<file path="config.mk">
export PLATFORM = sky130hd
export DESIGN_NAME = pipeline_ctrl
export DESIGN_NICKNAME = d
export VERILOG_FILES = /design/src/rtl/pipeline_ctrl.sv
export SDC_FILE = /design/constraint.sdc
export NUM_CORES = 1
export LEC_CHECK = 0
export CORE_MARGIN = 2
export CORE_UTILIZATION = 50
export DETAILED_ROUTE_END_ITERATION = 12
export PLACE_DENSITY = 0.81
export SETUP_SLACK_MARGIN = 0.2
export SLEW_MARGIN = 5
export SYNTH_ARGS = -nofsm -noshare
export SYNTH_HDL_FRONTEND = slang
export SYNTH_SLANG_ARGS = --single-unit
</file>
<file path="constraint.sdc">
create_clock -name clock -period 5.1 [get_ports clock]
set_input_delay 1.02 -clock clock [delete_from_list [all_inputs] [get_ports clock]]
set_output_delay 1.02 -clock clock [all_outputs]
set_load 0.01 [all_outputs]
</file>
<file path="src/rtl/pipeline_ctrl.sv">
// rtl/pipeline_ctrl.sv - in-order issue controller with register scoreboard, branch hold and halt drain
module pipeline_ctrl (
    input  logic        clock,
    input  logic        reset,
    input  logic        if_id_valid,
    input  logic [31:0] if_id_instr,
    input  logic        wb_valid,
    input  logic [4:0]  wb_reg,
    input  logic        br_resolve,
    input  logic        br_taken,
    output logic        stall,
    output logic        id_ex_valid,
    output logic        if_id_flush,
    output logic        halted,
    output logic [31:0] busy,
    output logic [15:0] stall_count
);

    typedef enum logic [1:0] {
        ST_RUN    = 2'd0,
        ST_BRANCH = 2'd1,
        ST_DRAIN  = 2'd2,
        ST_HALT   = 2'd3
    } state_t;

    state_t      state_q;
    logic        id_ex_valid_q;
    logic        if_id_flush_q;
    logic        halted_q;
    logic [31:0] busy_q, busy_d;
    logic [15:0] stall_count_q, stall_count_d;

    // instruction fields
    logic [5:0] op;
    logic [4:0] rs, rt, rd;

    // decoded register usage
    logic       reads_rs, reads_rt, writes_reg;
    logic [4:0] wr_reg;
    logic       is_branch, is_halt;

    logic       hazard;
    logic       issue;

    // only the opcode and register fields participate in control decisions
    logic       unused_instr_bits;
    assign unused_instr_bits = ^if_id_instr[10:0];

    assign op = if_id_instr[31:26];
    assign rs = if_id_instr[25:21];
    assign rt = if_id_instr[20:16];
    assign rd = if_id_instr[15:11];

    // decode which registers the instruction in IF/ID reads and writes
    always_comb begin
        reads_rs   = 1'b0;
        reads_rt   = 1'b0;
        writes_reg = 1'b0;
        wr_reg     = 5'd0;
        is_branch  = 1'b0;
        is_halt    = 1'b0;
        case (op)
            6'b000000, 6'b000001, 6'b000011, 6'b000100,
            6'b000101, 6'b000110, 6'b000111, 6'b001100: begin
                reads_rs   = 1'b1;
                reads_rt   = 1'b1;
                writes_reg = 1'b1;
                wr_reg     = rd;
            end
            6'b000010: begin            // LI
                writes_reg = 1'b1;
                wr_reg     = rt;
            end
            6'b001010: begin            // MOV
                reads_rs   = 1'b1;
                writes_reg = 1'b1;
                wr_reg     = rd;
            end
            6'b001011: begin            // ADI
                reads_rs   = 1'b1;
                writes_reg = 1'b1;
                wr_reg     = rt;
            end
            6'b001000: begin            // BR
                is_branch  = 1'b1;
            end
            6'b001001: begin            // BNE
                reads_rs   = 1'b1;
                reads_rt   = 1'b1;
                is_branch  = 1'b1;
            end
            6'b001101: begin            // HLT
                is_halt    = 1'b1;
            end
            default: begin              // NOP and unassigned opcodes
                reads_rs   = 1'b0;
            end
        endcase
    end

    // RAW and WAW hazards against the registered scoreboard; a writeback
    // landing this cycle is deliberately not bypassed
    always_comb begin
        hazard = 1'b0;
        if (reads_rs && busy_q[rs]) begin
            hazard = 1'b1;
        end
        if (reads_rt && busy_q[rt]) begin
            hazard = 1'b1;
        end
        if (writes_reg && busy_q[wr_reg]) begin
            hazard = 1'b1;
        end
    end

    assign issue = if_id_valid && (state_q == ST_RUN) && !hazard;
    assign stall = if_id_valid && !issue;

    // scoreboard next state: clear on writeback first so a same-cycle
    // issue to the same register wins and keeps the bit set
    always_comb begin
        busy_d = busy_q;
        if (wb_valid) begin
            busy_d[wb_reg] = 1'b0;
        end
        if (issue && writes_reg) begin
            busy_d[wr_reg] = 1'b1;
        end
    end

    // stall counter sticks at all-ones instead of wrapping
    always_comb begin
        stall_count_d = stall_count_q;
        if (stall && (stall_count_q != 16'hFFFF)) begin
            stall_count_d = stall_count_q + 16'd1;
        end
    end

    // control FSM with its registered outputs
    always_ff @(posedge clock) begin
        if (reset) begin
            state_q       <= ST_RUN;
            id_ex_valid_q <= 1'b0;
            if_id_flush_q <= 1'b0;
            halted_q      <= 1'b0;
        end else begin
            id_ex_valid_q <= issue;
            if_id_flush_q <= 1'b0;
            case (state_q)
                ST_RUN: begin
                    if (issue && is_branch) begin
                        state_q <= ST_BRANCH;
                    end else if (issue && is_halt) begin
                        state_q <= ST_DRAIN;
                    end
                end
                ST_BRANCH: begin
                    if (br_resolve) begin
                        if_id_flush_q <= br_taken;
                        state_q       <= ST_RUN;
                    end
                end
                ST_DRAIN: begin
                    if (busy_q == 32'd0) begin
                        state_q  <= ST_HALT;
                        halted_q <= 1'b1;
                    end
                end
                ST_HALT: begin
                    halted_q <= 1'b1;
                end
                default: begin
                    state_q <= ST_RUN;
                end
            endcase
        end
    end

    // scoreboard register; writebacks keep draining in every state
    always_ff @(posedge clock) begin
        if (reset) begin
            busy_q <= 32'd0;
        end else begin
            busy_q <= busy_d;
        end
    end

    // stall cycle counter register
    always_ff @(posedge clock) begin
        if (reset) begin
            stall_count_q <= 16'd0;
        end else begin
            stall_count_q <= stall_count_d;
        end
    end

    assign id_ex_valid = id_ex_valid_q;
    assign if_id_flush = if_id_flush_q;
    assign halted      = halted_q;
    assign busy        = busy_q;
    assign stall_count = stall_count_q;

endmodule

</file>
==> results.md, run 1 <==
* Run status: finished clean
* Max-cap violations at 0
* Hold slack at 0.527 ns
* Worst Setup SP: if_id_instr[16]
* CP Data Required Time at approximately 4.1 ns
* Antenna-violating nets left at 0
* Synth Instances at about 450
* WS Path Type: in -> out
* Area leader, netlist: dfxtp_1
* Pin count of the biggest net entering global routing at 41
* Pwr per Cell Area at approximately 160 nW/µm²
* Final net count at 612
* Async SR Flop Fraction at 0%
* Cts bufs inserted at 5
* Post-synthesis mux area share at between 15 and 20%
* CTS sink cnt at 53
* Most frequent cells in the layout: clkdlybuf4s50_1 (76), o21ai_0 (60), dfxtp_1 (53), nand2_1 (43), buf_4 (43)
* RSZ-0062 raised after global routing: false
* Die width at 91.6 µm
* Routed length per placed instance at between 15 and 20 µm
* # DRC at 0
* Largest family of logic cells by synthesized area: simple AND/OR/NAND/NOR gates
* HPWL Detailed at about 9400 µm
* Hold Vio Cnt, Final at 0
* # rows at 31
* Compound-cell area share of the yosys netlist at 22.6%
* Die area at 8380 µm²
* Starting Density at 52.3%
* Worst VDD drop at roughly 160 µV
* Vias post-DR at around 4300
* # port buffers at just over 80
* Post-route setup TNS at 0 ns
* Synth Area in XOR/XNOR at 0.718%
* Post-Syn Area at around 3800 µm²
* Avg Cell Area, Syn at 8.57 µm²
* Final setup fails at 0
* Slew Viols, Final at 0
* Gpl congestion at 0.939
* Fin crit share at between 90% and 100%
* Worst path arrival time at roughly 3.7 ns
* Cts hold-fix bufs at 0
* Simple-gate share of the synthesized area at 26.5%
* DR vias/cell at 6.55
* Global-route usage over all layers at 31.1%
* Fraction of layout cells with a size suffix above 1 at between 10% and 20%
* Worst hold-check path type: reg -> reg
* Setup Skew at 0.00353 ns
* Synth top area cells: dfxtp_1 (28%), mux4_2 (11%), o21ai_0 (7.8%)
* Worst slew margin at a little under three fifths
* Synth Area in Adders at around 1.6%
* Commonest non-fill, non-tap cell in the layout: clkdlybuf4s50_1
* N_diodes at 0
* Final WL at roughly 13000 µm
* Drt initial violations at roughly 420
* Area Growth Syn to Fin at 37.1%
* Setup crit end kind: primary output
* Initial antenna violation count at 0
* Synth Net Count at 495
* First-pass GRT wire length at about 21000 µm
* Synth warn at 0
* Seq cells post-synth at between 50 and 60
* Fmax at between 0.2 and 0.25 GHz
* CTS max path bufs at 2
* EDFF count, synth at 0
* Clk root buf: clkbuf_8
* Setup WS post-layout at 0.369 ns
* # IOs at between 90 and 100
* DRT Pass-1 Iters at 5
* CTS tree: yes
* Least-Margin Pin Slew at between 0.6 and 0.7 ns
* Vias in the first global route at roughly 4200
* LEAKAGE at 1.82 nW
* CORE AREA at around 7300 µm²
* Min-delay src: halted$_SDFFE_PP0P_
* Predominant post-synthesis flop cell: dfxtp_1
* Reg2reg start: busy[17]$_SDFF_PP0_
* Fin crit period at around 4.7 ns
* CP max FO at 12
* Post-synth top area share at 27.7%
* H-tree depth at 2
* Clock transition at path regs at roughly 0.09 ns
* Clock Latency Late Sink at 0.31 ns
* Chip height at just over 90 µm
* Pre-CTS setup slack at -0.206 ns
* GR Overflow Total at 0
* Yosys cell types at 62
* Sequential-to-total area share from yosys stat at 27.7%
* Critical path launch point type: input port
power breakdown:
part	internal (mW)	switching (mW)
Combinational	0.0888	0.0937
Clock	0.123	0.133
Sequential	0.417	0.00500
flip-flops by register name, summed over array words and instances (netlist names):
name and cells:
busy 32, stall_count 16, state_q 2, halted 1, id_ex_valid 1, if_id_flush 1
worst max-delay path, stage by stage:
cell and delay, ns:
clkdlybuf4s50_1 0.50, buf_12 0.16, mux4_2 0.51, mux4_2 0.45, mux2i_1 0.29, o221a_2 0.28
o311a_1 0.19, nand2b_4 0.14, inv_2 0.05, buf_6 0.11
layout make-up:
cell class	count	area (µm²)
Clock buffer	7	96.3
Clock inverter	1	5.00
Fill cell	583	2080
Inverter	13	48.8
Multi-Input combinational cell	357	2630
Sequential cell	53	1060
Tap cell	99	124
Timing Repair Buffer	134	1290
cell families after synthesis:
group,count (synthesis)
buffers and inverters,37
AOI/OAI and AO/OA,131
adders and majority gates,5
DFF,53
muxes,38
xor gates and xnor gates,1
and+or+nand+nor,182
cell usage after synthesis, types with 6 or more instances:
master and n:
o21ai_0 60, mux2i_1 14, nand3_1 23, a31oi_1 6
o31ai_1 9, nand4_1 8, mux4_2 19, a211oi_1 6
nand2_1 43, nor2_1 21, nand2b_1 6, nor4_1 13
inv_1 12, nor2b_1 21, clkbuf_1 14, nand3b_1 13
a21oi_1 17, dfxtp_1 53
path summary, 6_finish.rpt:
path / endpoint / slack, ns / cells past startpoint
worst max-delay path: stall / 0.37 / 10
worst min-delay path: halted$_SDFFE_PP0P_ / 0.53 / 2
worst max register to register: busy[12]$_SDFF_PP0_ / 1.87 / 8
worst min register to register: halted$_SDFFE_PP0P_ / 0.53 / 2
metal layers:
metal	GRT usage [%]	vias to the layer above	routed length, µm
li1	-	1944	-
met1	42.9	2027	5150
met2	48.6	314	5980
met3	3.73	61	1440
met4	14.4	0	507
met5	0	-	0
through the flow:
| stage | power [mW] | instance area (µm²) | util, % | cells |
|---|---|---|---|---|
| 2_1_floorplan | 0.519 | 3830 | - | 447 |
| 3_3_place_gp | 0.596 | 5000 | 68.2 | 647 |
| 4_1_cts | 0.857 | 5220 | 71.2 | 663 |
| 5_1_grt | 0.891 | 5260 | 71.7 | 664 |
| 3_5_place_dp | 0.599 | 5000 | 68.2 | 647 |
| 6_report | 0.861 | 5260 | 71.7 | 664 |
timing repair:
action / in CTS / in global routing
setup buffers: 7 / 1
pin swaps: 12 / 9
resized for setup: 13 / 9
setup endpoints to repair: 1 / 1
gates cloned: 1 / 0
No activity file was read; power rests on OpenSTA's default activity.
==> run 2, diff against run 1 <==
--- a/config.mk
+++ b/config.mk
@@ -6,9 +6,9 @@
 export NUM_CORES = 1
 export LEC_CHECK = 0
 export CORE_MARGIN = 2
-export CORE_UTILIZATION = 50
+export CORE_UTILIZATION = 40
 export DETAILED_ROUTE_END_ITERATION = 12
-export PLACE_DENSITY = 0.81
+export PLACE_DENSITY = 0.67
 export SETUP_SLACK_MARGIN = 0.2
 export SLEW_MARGIN = 5
 export SYNTH_ARGS = -nofsm -noshare
==> results.md, run 2 (same netlist as run 1, synthesis figures left out) <==
* Run status: finished clean (unchanged)
* Final net count at 612 (unchanged)
* Worst hold-check path type: reg -> reg (unchanged)
* Clock Latency Late Sink at 0.31 ns (about the same)
* Max FFs per register at 32 (unchanged)
* CP max FO at 8 (was 12)
* Worst R2R Setup Slack at 1.94 ns (was 1.87 ns)
* DR vias/cell at 6.10 (was 6.55)
* Gpl congestion at 0.924 (was 0.939)
* # port buffers at 83 (unchanged)
* H-tree depth at 2 (unchanged)
* # DRC at 0 (unchanged)
* Min-delay src: stall_count[1]$_SDFFE_PP0P_ (was halted$_SDFFE_PP0P_)
* # rows at 35 (was 31)
* CORE AREA at 9280 µm² (was 7330 µm²)
* WL met2 at 6270 µm (was 5980 µm)
* Slew Viols, Final at 0 (unchanged)
* Drt initial violations at 390 (was 417)
* Metal-1 WL at 5470 µm (was 5150 µm)
* Die area at 10400 µm² (was 8380 µm²)
* Worst Setup SP: if_id_instr[30] (was if_id_instr[16])
* Final std cells w/o fill at 694 (was 664)
* Global-route usage over all layers at 24.9% (was 31.1%)
* Pwr per Cell Area at 176 nW/µm² (was 164 nW/µm²)
* Setup Skew at 0.00974 ns (was 0.00353 ns)
* Fin crit share at 92.5% (was 92.8%)
* CTS tree: yes (unchanged)
* Final WL at 13100 µm (about the same)
* Final Util at 56.9% (was 71.7%)
* Fraction of layout cells with a size suffix above 1 at 17.3% (was 17.9%)
* HPWL Detailed at 9600 µm (was 9410 µm)
* CTS sink cnt at 53 (unchanged)
* Routed length per placed instance at 18.9 µm (was 19.7 µm)
* Initial antenna violation count at 0 (unchanged)
* Setup crit end kind: primary output (unchanged)
* Power, Total at 0.933 mW (was 0.861 mW)
* Met3 wire len at 1060 µm (was 1440 µm)
* First-pass GRT wire length at 20600 µm (was 21000 µm)
* Least-Margin Pin Slew at 1.08 ns (was 0.642 ns)
* Reg2reg start: busy[1]$_SDFF_PP0_ (was busy[17]$_SDFF_PP0_)
* Vias in the first global route at 4071 (was 4174)
* Placed cell count at 677 (was 647)
* Vias post-DR at 4230 (was 4346)
* # IOs at 95 (unchanged)
* GR Overflow Total at 0 (unchanged)
* Die width at 102 µm (was 91.6 µm)
* Most frequent cells in the layout: clkdlybuf4s50_1 (76), o21ai_0 (60), dfxtp_1 (53), buf_4 (46), nand2_1 (43) (was clkdlybuf4s50_1 (76), o21ai_0 (60), dfxtp_1 (53), nand2_1 (43), buf_4 (43))
* CTS max path bufs at 2 (unchanged)
* LEAKAGE at 1.85 nW (was 1.82 nW)
* Fin crit period at 4.72 ns (was 4.73 ns)
* Cts bufs inserted at 5 (unchanged)
* CP Data Required Time at 4.08 ns (about the same)
* Worst path arrival time at 3.70 ns (was 3.71 ns)
* Clock transition at path regs at 0.09 ns (about the same)
* Cts hold-fix bufs at 0 (unchanged)
* N_diodes at 0 (unchanged)
* Area Growth Syn to Fin at 37.9% (was 37.1%)
* Worst VDD drop at 117 µV (was 162 µV)
* Hold slack at 0.517 ns (was 0.527 ns)
* Commonest non-fill, non-tap cell in the layout: clkdlybuf4s50_1 (unchanged)
* Final setup fails at 0 (unchanged)
* Clk root buf: clkbuf_8 (unchanged)
* DRT Pass-1 Iters at 8 (was 5)
* Starting Density at 41.3% (was 52.3%)
* Highest Signal Layer: met4 (unchanged)
* Antenna-violating nets left at 0 (unchanged)
* RSZ-0062 raised after global routing: false (unchanged)
* Worst slew margin at 28.0% (was 57.1%)
* Chip height at 102 µm (was 91.6 µm)
* Hold Vio Cnt, Final at 0 (unchanged)
* Fmax at 0.212 GHz (was 0.211 GHz)
* Critical path launch point type: input port (unchanged)
* Pin count of the biggest net entering global routing at 31 (was 41)
* Max-cap violations at 0 (unchanged)
* WS Path Type: in -> out (unchanged)
[run 2: cell types whose count changed in the layout (fill, tap and decap cells not counted), moves of 2 or more]
cell,delta
buf_6,-3
a211oi_2,-2
a211oi_1,+2
clkbuf_8,-2
bufinv_16,+2
dlymetal6s2s_1,+2
dlygate4sd2_1,-2
buf_4,+3
[run 2: area by class of cell]
cell class | count | area [µm²]
inverter | 13 | 48.8
clock buffer | 5 | 68.8
fill | 871 | 4000
timing repair buffer | 134 | 1260
clock inverter | 3 | 65.1
multi-input combinational | 357 | 2620
tap | 129 | 161
sequential | 53 | 1060
[run 2: metrics by stage]
step           worst slack (ns)  instance area (µm²)  setup TNS [ns]
5_1_grt                   0.243                 5290               0
3_3_place_gp             -0.279                 5040          -0.279
3_5_place_dp             -0.286                 5040          -0.286
4_1_cts                   0.208                 5240               0
2_1_floorplan             0.844                 3830               0
6_report                  0.383                 5290               0
[run 2: final timing paths]
path	depth (start not counted)	to
setup / recovery	14	stall
hold / removal	2	stall_count[1]$_SDFFE_PP0P_
setup reg to reg	8	busy[24]$_SDFF_PP0_
hold reg to reg	2	stall_count[1]$_SDFFE_PP0P_
[run 2: repair_timing]
action                                  4_1_cts  5_1_grt
endpoints found under the setup margin        1        1
buffers inserted                              6        3
gates resized for setup                       8        8
pin swaps                                     9        8
hold endpoints to repair                      0        0
[run 2: worst max-delay path, cell delays in order]
cell           delay, ns
dlygate4sd2_1       0.25
buf_4               0.13
or4b_4              0.54
nor2_4              0.19
buf_4               0.13
buf_4               0.10
a32oi_4             0.09
mux2i_1             0.18
a211oi_1            0.24
o211ai_1            0.14
o311a_1             0.34
nand2b_4            0.16
inv_1               0.06
buf_2               0.12
[run 2: power by group]
part	total [mW]	switching, mW	leakage (nW)	internal, mW
Clock	0.332	0.138	0.0681	0.195
Sequential	0.422	0.00501	0.427	0.417
Combinational	0.178	0.0919	1.36	0.0861
[run 2: metal layers]
layer / up-vias / global-route usage, %
li1: 1952 / -
met1: 2028 / 34.5
met2: 227 / 40.5
met3: 23 / 2.87
met4: 0 / 8.51
met5: - / 0
